[config.mk]
export PLATFORM = sky130hd
export DESIGN_NAME = captura_instruccion_flat
export DESIGN_NICKNAME = d
export VERILOG_FILES = /design/src/rtl/captura_instruccion_pkg.sv /design/src/rtl/captura_instruccion_if.sv /design/src/rtl/captura_instruccion_fifo.sv /design/src/rtl/captura_instruccion.sv /design/src/flat_wrapper.sv
export SDC_FILE = /design/constraint.sdc
export NUM_CORES = 1
export LEC_CHECK = 0
export ABC_CLOCK_PERIOD_IN_PS = 3450
export CORE_MARGIN = 4
export CORE_UTILIZATION = 50
export CTS_CLUSTER_DIAMETER = 50
export DETAILED_ROUTE_END_ITERATION = 10
export PLACE_DENSITY = 0.81
export SLEW_MARGIN = 20
export SYNTH_ARGS = -nofsm -noshare
export SYNTH_HDL_FRONTEND = slang
export SYNTH_SLANG_ARGS = --single-unit
[constraint.sdc]
create_clock -name clk -period 3.45 [get_ports clk]
set_input_delay 0.8625 -clock clk [delete_from_list [all_inputs] [get_ports clk]]
set_output_delay 0.8625 -clock clk [all_outputs]
set_load 0.05 [all_outputs]
[src/rtl/captura_instruccion_pkg.sv]
// -----------------------------------------------------------------------------
// paquete_monociclo
// Shared definitions for the single-cycle processor fetch path:
//   ANCHO_DIR   - instruction address width
//   ANCHO_INST  - instruction word width
//   PROFUNDIDAD - default depth of the fetched-instruction buffer
//   estado_t    - state encoding of the fetch controller
// -----------------------------------------------------------------------------
package paquete_monociclo;

    localparam int ANCHO_DIR   = 32;
    localparam int ANCHO_INST  = 32;
    localparam int PROFUNDIDAD = 2;

    // LIBRE: no request outstanding; ESPERA: waiting for memory data;
    // DESCARTE: request still outstanding but its data must be dropped.
    typedef enum logic [1:0] {
        LIBRE    = 2'd0,
        ESPERA   = 2'd1,
        DESCARTE = 2'd2
    } estado_t;

endpackage

[src/rtl/captura_instruccion_if.sv]
// -----------------------------------------------------------------------------
// captura_instruccion_if
// Instruction-memory read bus.
//   mem_req  - read request (held until mem_ack)
//   mem_dir  - read address (stable while mem_req is high)
//   mem_ack  - memory returns mem_dato this cycle
//   mem_dato - instruction word from memory
// master: fetch stage side; slave: memory side.
// -----------------------------------------------------------------------------
interface captura_instruccion_if #(
    parameter int ANCHO_DIR  = paquete_monociclo::ANCHO_DIR,
    parameter int ANCHO_INST = paquete_monociclo::ANCHO_INST
);

    logic                  mem_req;
    logic [ANCHO_DIR-1:0]  mem_dir;
    logic                  mem_ack;
    logic [ANCHO_INST-1:0] mem_dato;

    modport master (
        output mem_req,
        output mem_dir,
        input  mem_ack,
        input  mem_dato
    );

    modport slave (
        input  mem_req,
        input  mem_dir,
        output mem_ack,
        output mem_dato
    );

endinterface

[src/rtl/captura_instruccion_fifo.sv]
// -----------------------------------------------------------------------------
// fifo_instrucciones
// Small FIFO of {address, instruction} pairs between fetch and decode.
//   clk, rst_n            - clock, asynchronous active-low reset
//   push, push_dir/inst   - write an entry at the tail
//   pop                   - remove the head entry (ignored when empty)
//   clear                 - empty the buffer; wins over push/pop in the same cycle
//   full, empty           - occupancy flags
//   head_dir, head_inst   - entry at the read pointer (straight from storage flops)
// -----------------------------------------------------------------------------
module fifo_instrucciones #(
    parameter int ANCHO_DIR   = 32,
    parameter int ANCHO_INST  = 32,
    parameter int PROFUNDIDAD = 2
) (
    input  logic                  clk,
    input  logic                  rst_n,
    input  logic                  push,
    input  logic [ANCHO_DIR-1:0]  push_dir,
    input  logic [ANCHO_INST-1:0] push_inst,
    input  logic                  pop,
    input  logic                  clear,
    output logic                  full,
    output logic                  empty,
    output logic [ANCHO_DIR-1:0]  head_dir,
    output logic [ANCHO_INST-1:0] head_inst
);

    localparam int PW = (PROFUNDIDAD > 1) ? $clog2(PROFUNDIDAD) : 1;
    localparam int CW = $clog2(PROFUNDIDAD + 1);

    localparam logic [PW-1:0] PTR_MAX      = PW'(PROFUNDIDAD - 1);
    localparam logic [PW-1:0] PTR_CERO     = PW'(0);
    localparam logic [PW-1:0] PTR_UNO      = PW'(1);
    localparam logic [CW-1:0] CUENTA_LLENA = CW'(PROFUNDIDAD);
    localparam logic [CW-1:0] CUENTA_CERO  = CW'(0);
    localparam logic [CW-1:0] CUENTA_UNO   = CW'(1);

    // Pointer increment that also wraps for depths that are not a power of two.
    function automatic logic [PW-1:0] avanza(input logic [PW-1:0] p);
        if (p == PTR_MAX) begin
            return PTR_CERO;
        end else begin
            return p + PTR_UNO;
        end
    endfunction

    logic [ANCHO_DIR-1:0]  dir_q  [PROFUNDIDAD];
    logic [ANCHO_DIR-1:0]  dir_d  [PROFUNDIDAD];
    logic [ANCHO_INST-1:0] inst_q [PROFUNDIDAD];
    logic [ANCHO_INST-1:0] inst_d [PROFUNDIDAD];
    logic [PW-1:0]         wr_ptr_q, wr_ptr_d;
    logic [PW-1:0]         rd_ptr_q, rd_ptr_d;
    logic [CW-1:0]         cuenta_q, cuenta_d;
    logic                  push_ok;
    logic                  pop_ok;

    assign full      = (cuenta_q == CUENTA_LLENA);
    assign empty     = (cuenta_q == CUENTA_CERO);
    assign push_ok   = push & ~full;
    assign pop_ok    = pop & ~empty;
    assign head_dir  = dir_q[rd_ptr_q];
    assign head_inst = inst_q[rd_ptr_q];

    // Next-state for pointers, occupancy and storage; clear overrides everything.
    always_comb begin
        wr_ptr_d = wr_ptr_q;
        rd_ptr_d = rd_ptr_q;
        cuenta_d = cuenta_q;
        dir_d    = dir_q;
        inst_d   = inst_q;
        if (clear) begin
            wr_ptr_d = PTR_CERO;
            rd_ptr_d = PTR_CERO;
            cuenta_d = CUENTA_CERO;
        end else begin
            if (push_ok) begin
                dir_d[wr_ptr_q]  = push_dir;
                inst_d[wr_ptr_q] = push_inst;
                wr_ptr_d         = avanza(wr_ptr_q);
            end else begin
                wr_ptr_d = wr_ptr_q;
            end
            if (pop_ok) begin
                rd_ptr_d = avanza(rd_ptr_q);
            end else begin
                rd_ptr_d = rd_ptr_q;
            end
            case ({push_ok, pop_ok})
                2'b10:   cuenta_d = cuenta_q + CUENTA_UNO;
                2'b01:   cuenta_d = cuenta_q - CUENTA_UNO;
                default: cuenta_d = cuenta_q;
            endcase
        end
    end

    // FIFO state registers; storage resets to zero so the head reads as zero.
    always_ff @(posedge clk or negedge rst_n) begin
        if (!rst_n) begin
            wr_ptr_q <= PTR_CERO;
            rd_ptr_q <= PTR_CERO;
            cuenta_q <= CUENTA_CERO;
            for (int i = 0; i < PROFUNDIDAD; i++) begin
                dir_q[i]  <= {ANCHO_DIR{1'b0}};
                inst_q[i] <= {ANCHO_INST{1'b0}};
            end
        end else begin
            wr_ptr_q <= wr_ptr_d;
            rd_ptr_q <= rd_ptr_d;
            cuenta_q <= cuenta_d;
            dir_q    <= dir_d;
            inst_q   <= inst_d;
        end
    end

endmodule

[src/rtl/captura_instruccion.sv]
// -----------------------------------------------------------------------------
// captura_instruccion
// Instruction fetch stage: accepts addresses from the pc stage, issues one
// instruction-memory read at a time and buffers the returned words for decode.
//   clk, rst_n   - clock, asynchronous active-low reset
//   dirLectura   - fetch address from the pc stage
//   pc_valido    - dirLectura valid
//   pc_listo     - address accepted this cycle (combinational)
//   flush        - taken branch: drop everything in flight
//   mem          - instruction-memory read bus (master side)
//   inst         - head-of-buffer instruction
//   inst_dir     - address of inst
//   inst_valida  - inst/inst_dir valid
//   inst_listo   - decode consumes the head when inst_valida is high
// -----------------------------------------------------------------------------
module captura_instruccion #(
    parameter int ANCHO_DIR   = paquete_monociclo::ANCHO_DIR,
    parameter int ANCHO_INST  = paquete_monociclo::ANCHO_INST,
    parameter int PROFUNDIDAD = paquete_monociclo::PROFUNDIDAD
) (
    input  logic                         clk,
    input  logic                         rst_n,
    input  logic [ANCHO_DIR-1:0]         dirLectura,
    input  logic                         pc_valido,
    output logic                         pc_listo,
    input  logic                         flush,
    captura_instruccion_if.master        mem,
    output logic [ANCHO_INST-1:0]        inst,
    output logic [ANCHO_DIR-1:0]         inst_dir,
    output logic                         inst_valida,
    input  logic                         inst_listo
);

    import paquete_monociclo::*;

    estado_t              estado_q, estado_d;
    logic [ANCHO_DIR-1:0] mem_dir_q, mem_dir_d;
    logic                 mem_req_q, mem_req_d;
    logic                 fifo_push;
    logic                 fifo_full;
    logic                 fifo_empty;

    // Buffer space is checked here, so the FIFO never sees a push while full.
    assign pc_listo    = (estado_q == LIBRE) & ~fifo_full & ~flush;
    assign mem.mem_req = mem_req_q;
    assign mem.mem_dir = mem_dir_q;
    assign inst_valida = ~fifo_empty;

    // Fetch controller next state, captured address and buffer write strobe.
    always_comb begin
        estado_d  = estado_q;
        mem_dir_d = mem_dir_q;
        fifo_push = 1'b0;
        case (estado_q)
            LIBRE: begin
                // A late ack arriving here (e.g. after reset) is ignored.
                if (pc_valido && pc_listo) begin
                    mem_dir_d = dirLectura;
                    estado_d  = ESPERA;
                end else begin
                    estado_d = LIBRE;
                end
            end
            ESPERA: begin
                if (flush) begin
                    // Request cannot be withdrawn; drain it if not answered yet.
                    estado_d = mem_ack_libre(mem.mem_ack);
                end else if (mem.mem_ack) begin
                    fifo_push = 1'b1;
                    estado_d  = LIBRE;
                end else begin
                    estado_d = ESPERA;
                end
            end
            DESCARTE: begin
                if (mem.mem_ack) begin
                    estado_d = LIBRE;
                end else begin
                    estado_d = DESCARTE;
                end
            end
            default: begin
                estado_d = LIBRE;
            end
        endcase
        // Request flop follows the next state so mem_req is a clean Moore output.
        mem_req_d = (estado_d != LIBRE);
    end

    // On flush in ESPERA: an ack in the same cycle finishes the request.
    function automatic estado_t mem_ack_libre(input logic ack);
        if (ack) begin
            return LIBRE;
        end else begin
            return DESCARTE;
        end
    endfunction

    // Controller registers.
    always_ff @(posedge clk or negedge rst_n) begin
        if (!rst_n) begin
            estado_q  <= LIBRE;
            mem_dir_q <= {ANCHO_DIR{1'b0}};
            mem_req_q <= 1'b0;
        end else begin
            estado_q  <= estado_d;
            mem_dir_q <= mem_dir_d;
            mem_req_q <= mem_req_d;
        end
    end

    fifo_instrucciones #(
        .ANCHO_DIR   (ANCHO_DIR),
        .ANCHO_INST  (ANCHO_INST),
        .PROFUNDIDAD (PROFUNDIDAD)
    ) u_fifo (
        .clk       (clk),
        .rst_n     (rst_n),
        .push      (fifo_push),
        .push_dir  (mem_dir_q),
        .push_inst (mem.mem_dato),
        .pop       (inst_listo),
        .clear     (flush),
        .full      (fifo_full),
        .empty     (fifo_empty),
        .head_dir  (inst_dir),
        .head_inst (inst)
    );

endmodule

[src/flat_wrapper.sv]
// flat-port wrapper written by rule: the top's interface ports become plain ports
module captura_instruccion_flat import paquete_monociclo::*;
#(
    parameter int ANCHO_DIR   = paquete_monociclo::ANCHO_DIR,
    parameter int ANCHO_INST  = paquete_monociclo::ANCHO_INST,
    parameter int PROFUNDIDAD = paquete_monociclo::PROFUNDIDAD
)
  (clk, rst_n, dirLectura, pc_valido, pc_listo, flush, inst, inst_dir, inst_valida, inst_listo, mem_mem_req, mem_mem_dir, mem_mem_ack, mem_mem_dato);
  captura_instruccion_if #(.ANCHO_DIR(ANCHO_DIR), .ANCHO_INST(ANCHO_INST)) mem_i ();
  input  logic clk;
  input  logic rst_n;
  input  logic [ANCHO_DIR-1:0] dirLectura;
  input  logic pc_valido;
  output logic pc_listo;
  input  logic flush;
  output logic [ANCHO_INST-1:0] inst;
  output logic [ANCHO_DIR-1:0] inst_dir;
  output logic inst_valida;
  input  logic inst_listo;
  output wire logic [$bits(mem_i.mem_req)-1:0] mem_mem_req;
  output wire logic [$bits(mem_i.mem_dir)-1:0] mem_mem_dir;
  input wire logic [$bits(mem_i.mem_ack)-1:0] mem_mem_ack;
  input wire logic [$bits(mem_i.mem_dato)-1:0] mem_mem_dato;
  assign mem_mem_req = mem_i.mem_req;
  assign mem_mem_dir = mem_i.mem_dir;
  assign mem_i.mem_ack = mem_mem_ack;
  assign mem_i.mem_dato = mem_mem_dato;
  captura_instruccion #(.ANCHO_DIR(ANCHO_DIR), .ANCHO_INST(ANCHO_INST), .PROFUNDIDAD(PROFUNDIDAD)) u_core (.clk(clk), .rst_n(rst_n), .dirLectura(dirLectura), .pc_valido(pc_valido), .pc_listo(pc_listo), .flush(flush), .mem(mem_i), .inst(inst), .inst_dir(inst_dir), .inst_valida(inst_valida), .inst_listo(inst_listo));
endmodule
==> results.ini <==
[run_status]
status=finished clean

[timing]
period_minus_slack_ns=3.08
setup_viol=0
hold_viol=0
layout_setup_ws_ns=0.368
finClkSkew_ns=0.0108
max_freq_ghz=0.324
fin_tns_setup_ns=0
max-slew-margin-rel_pct=54.9
worst_pin_slew_ns=0.676
finalCritPeriodShare_pct=89.3
slew_violations=0
rsz0062_at_grt=false

[pwr]
power.total_mw=8.67
vdd_drop_max_v=0.000584
power.density_nw_per_um2=887
intPower_mw=5.33
netSwitchingFraction_pct=38.5
seqPwrFrac_pct=33.2
leakagePower_nw=4.45
pwr-share-comb_pct=44.4
clkPwrFrac_pct=22.4
p_switching_mw=3.34

[layout]
drive_gt1_share_pct=42.3
multiInputGateArea_um2=2930
final_cells=814
syn_to_final_growth_pct=34.7
fill_cells=944
regArea_um2=4180
layout.nets=690

[cts]
htree_levels=4
root_buffer=clkbuf_16
numClockSinks=167
cts_max_path_buffers=2
post_cts_buffers=0
cts_tree=done
cts_resized=0
cts.reportedPaths.clkPinSlew_ns=0.06
numCtsBuffers=17
clk_latency_ns=0.42
cts_hold_buffers=0

[floorplanning]
rows=43
initial_core_util_pct=51.7
die_y_um=129
core-area_um2=14000
boundaryPins=169
die_x_um=129
die_area_um2=16500

[global_routing]
busiest_layer=met2
gr-usage-met2_pct=31.7
gr-usage-met1_pct=26.1
grt_pass1_wl_um=25700
grtUsageTotal_pct=19.9
first_global_vias=4938
grtUsageMet3_pct=7.89
grt_max_degree=74
antenna_found_initial=0
gr-total-overflow=0

[critical_path]
start_kind=flip-flop
cp.required_ns=2.59
critPathCaptureType=primary output
r2r_cells=4
cp_max_fo=21
cp.arrival_ns=2.22
r2r_slack_ns=1.24
crit_type=reg -> out

[drt]
via_count=4307
drt_wl_total_um=15800
final_antenna_net_count=0
route.detailed.drc=0
via_per_inst=5.29
drt_first_pass_iters=4
routedWlPerCell_um=19.4
drt_iter0_drc=151

[synthesis]
synth_seq_area_share_pct=57.5
yosysTopAreaCell=dfrtp_1
synth_area_leaders=dfrtp_1, mux2_2, mux2_4
yosys_warnings=0
synth_seq_cells=167
yosysTopAreaCellShare_pct=57.5
syn_nets=518
avgSynthCellArea_um2=16.2
synth_cell_types=30
synth_area_um2=7260
netlist_instances=448

[placement]
hpwl_um=10600
place.gp.congestion=0.781
port_buffers=168
post-place-ws_ns=0.382
dp.cells=781

[run]
cap_violations=0

[worst_hold_path]
hold_path_class=in -> async

## logic make-up after synthesis
family	Yosys count	synth area share (%)
flip-flops	167	57.5
multiplexers	225	37.4
XOR/XNOR	2	0.241
buffers and inverters	27	2.22
AO/OA/AOI/OAI	7	0.620
AND/OR/NAND/NOR	20	1.96
## registers in the layout, summed over array words and instances (netlist names)
register and flops:
u_core.u_fifo.rd_ptr_q 1, u_core.u_fifo.inst_q 64, u_core.mem.mem_dir 32, u_core.estado_q 2
u_core.u_fifo.cuenta_q 2, u_core.u_fifo.dir_q 64, u_core.u_fifo.wr_ptr_q 1, u_core.mem.mem_req 1
## power groups by stage
| stage | Clock, mW | Combinational, mW | Sequential (mW) |
|---|---|---|---|
| 6_report | 1.94 | 3.85 | 2.88 |
| 2_1_floorplan | 0 | 2.36 | 3.12 |
| 3_5_place_dp | 0 | 3.87 | 2.90 |
| 4_1_cts | 1.98 | 3.89 | 2.88 |
| 3_3_place_gp | 0 | 3.81 | 2.85 |
| 5_1_grt | 2.07 | 4.01 | 2.95 |
## cell usage after synthesis, drive strengths merged
cell type    n
or3b         1
dfrtp      167
inv          1
buf         18
a21oi        1
o21bai       1
xor2         1
a31oi        1
clkbuf       8
a2111oi      1
a21boi       1
nand2b       2
mux2       224
or4          1
nand3b       2
mux2i        1
nor4         2
nor2         1
or2          3
o21ai        2
nor2b        3
xnor2        1
nand2        1
nor3         3
nor4b        1
## path summary, 6_finish.rpt
kind	start	to
setup / recovery	u_core.u_fifo.rd_ptr_q	inst_dir[29]
hold / removal	rst_n	u_core.u_fifo.inst_q[16]
setup reg to reg	u_core.estado_q[1]	u_core.u_fifo.dir_q[49]
hold reg to reg	u_core.u_fifo.inst_q[13]	u_core.u_fifo.inst_q[13]
max in group asynchronous	rst_n	u_core.u_fifo.inst_q[53]
min in group clk	u_core.u_fifo.inst_q[13]	u_core.u_fifo.inst_q[13]
## layer usage
metal	vias up	share of wire, %
li1	1954	-
met1	2209	44
met2	134	48
met3	10	7.5
met4	0	0.69
met5	-	0
## through the flow
stage | hold WS (ns) | cell area (µm²) | utilization [%]
3_3_place_gp | 0.462 | 9170 | 65.3
5_1_grt | 0.488 | 9780 | 69.6
2_1_floorplan | 0.452 | 7260 | -
3_5_place_dp | 0.473 | 9170 | 65.3
4_1_cts | 0.459 | 9780 | 69.6
6_report | 0.439 | 9780 | 69.6
## critical path, stage by stage, from the launching register on
cell,delay (ns)
dfrtp_2,0.38
buf_4,0.31
mux2_2,0.38
clkdlybuf4s50_1,0.73
## cells in the final DEF, fill, tap and decap left out, types with 2 or more instances in the layout
cell / n
clkbuf_16: 17
bufinv_16: 3
clkbuf_8: 2
clkinv_2: 3
mux2_1: 7
clkbuf_1: 2
clkdlybuf4s50_1: 166
clkinv_4: 3
nor3_4: 2
buf_12: 5
or2_2: 3
nor4_1: 2
nand2b_1: 2
o21ai_0: 2
nor2b_1: 3
dfrtp_1: 166
buf_4: 7
mux2_2: 168
mux2_4: 49
## layout make-up
cell class	instances	share of cell area, %
flip-flops and latches	167	42.7
diodes	1	0.0256
multi-input cells	254	30.0
clock inverters	11	1.51
inverters	1	0.0384
clock buffers	21	4.71
well taps	180	2.30
repair buffers	179	18.7
No activity file was read; power rests on OpenSTA's default activity.
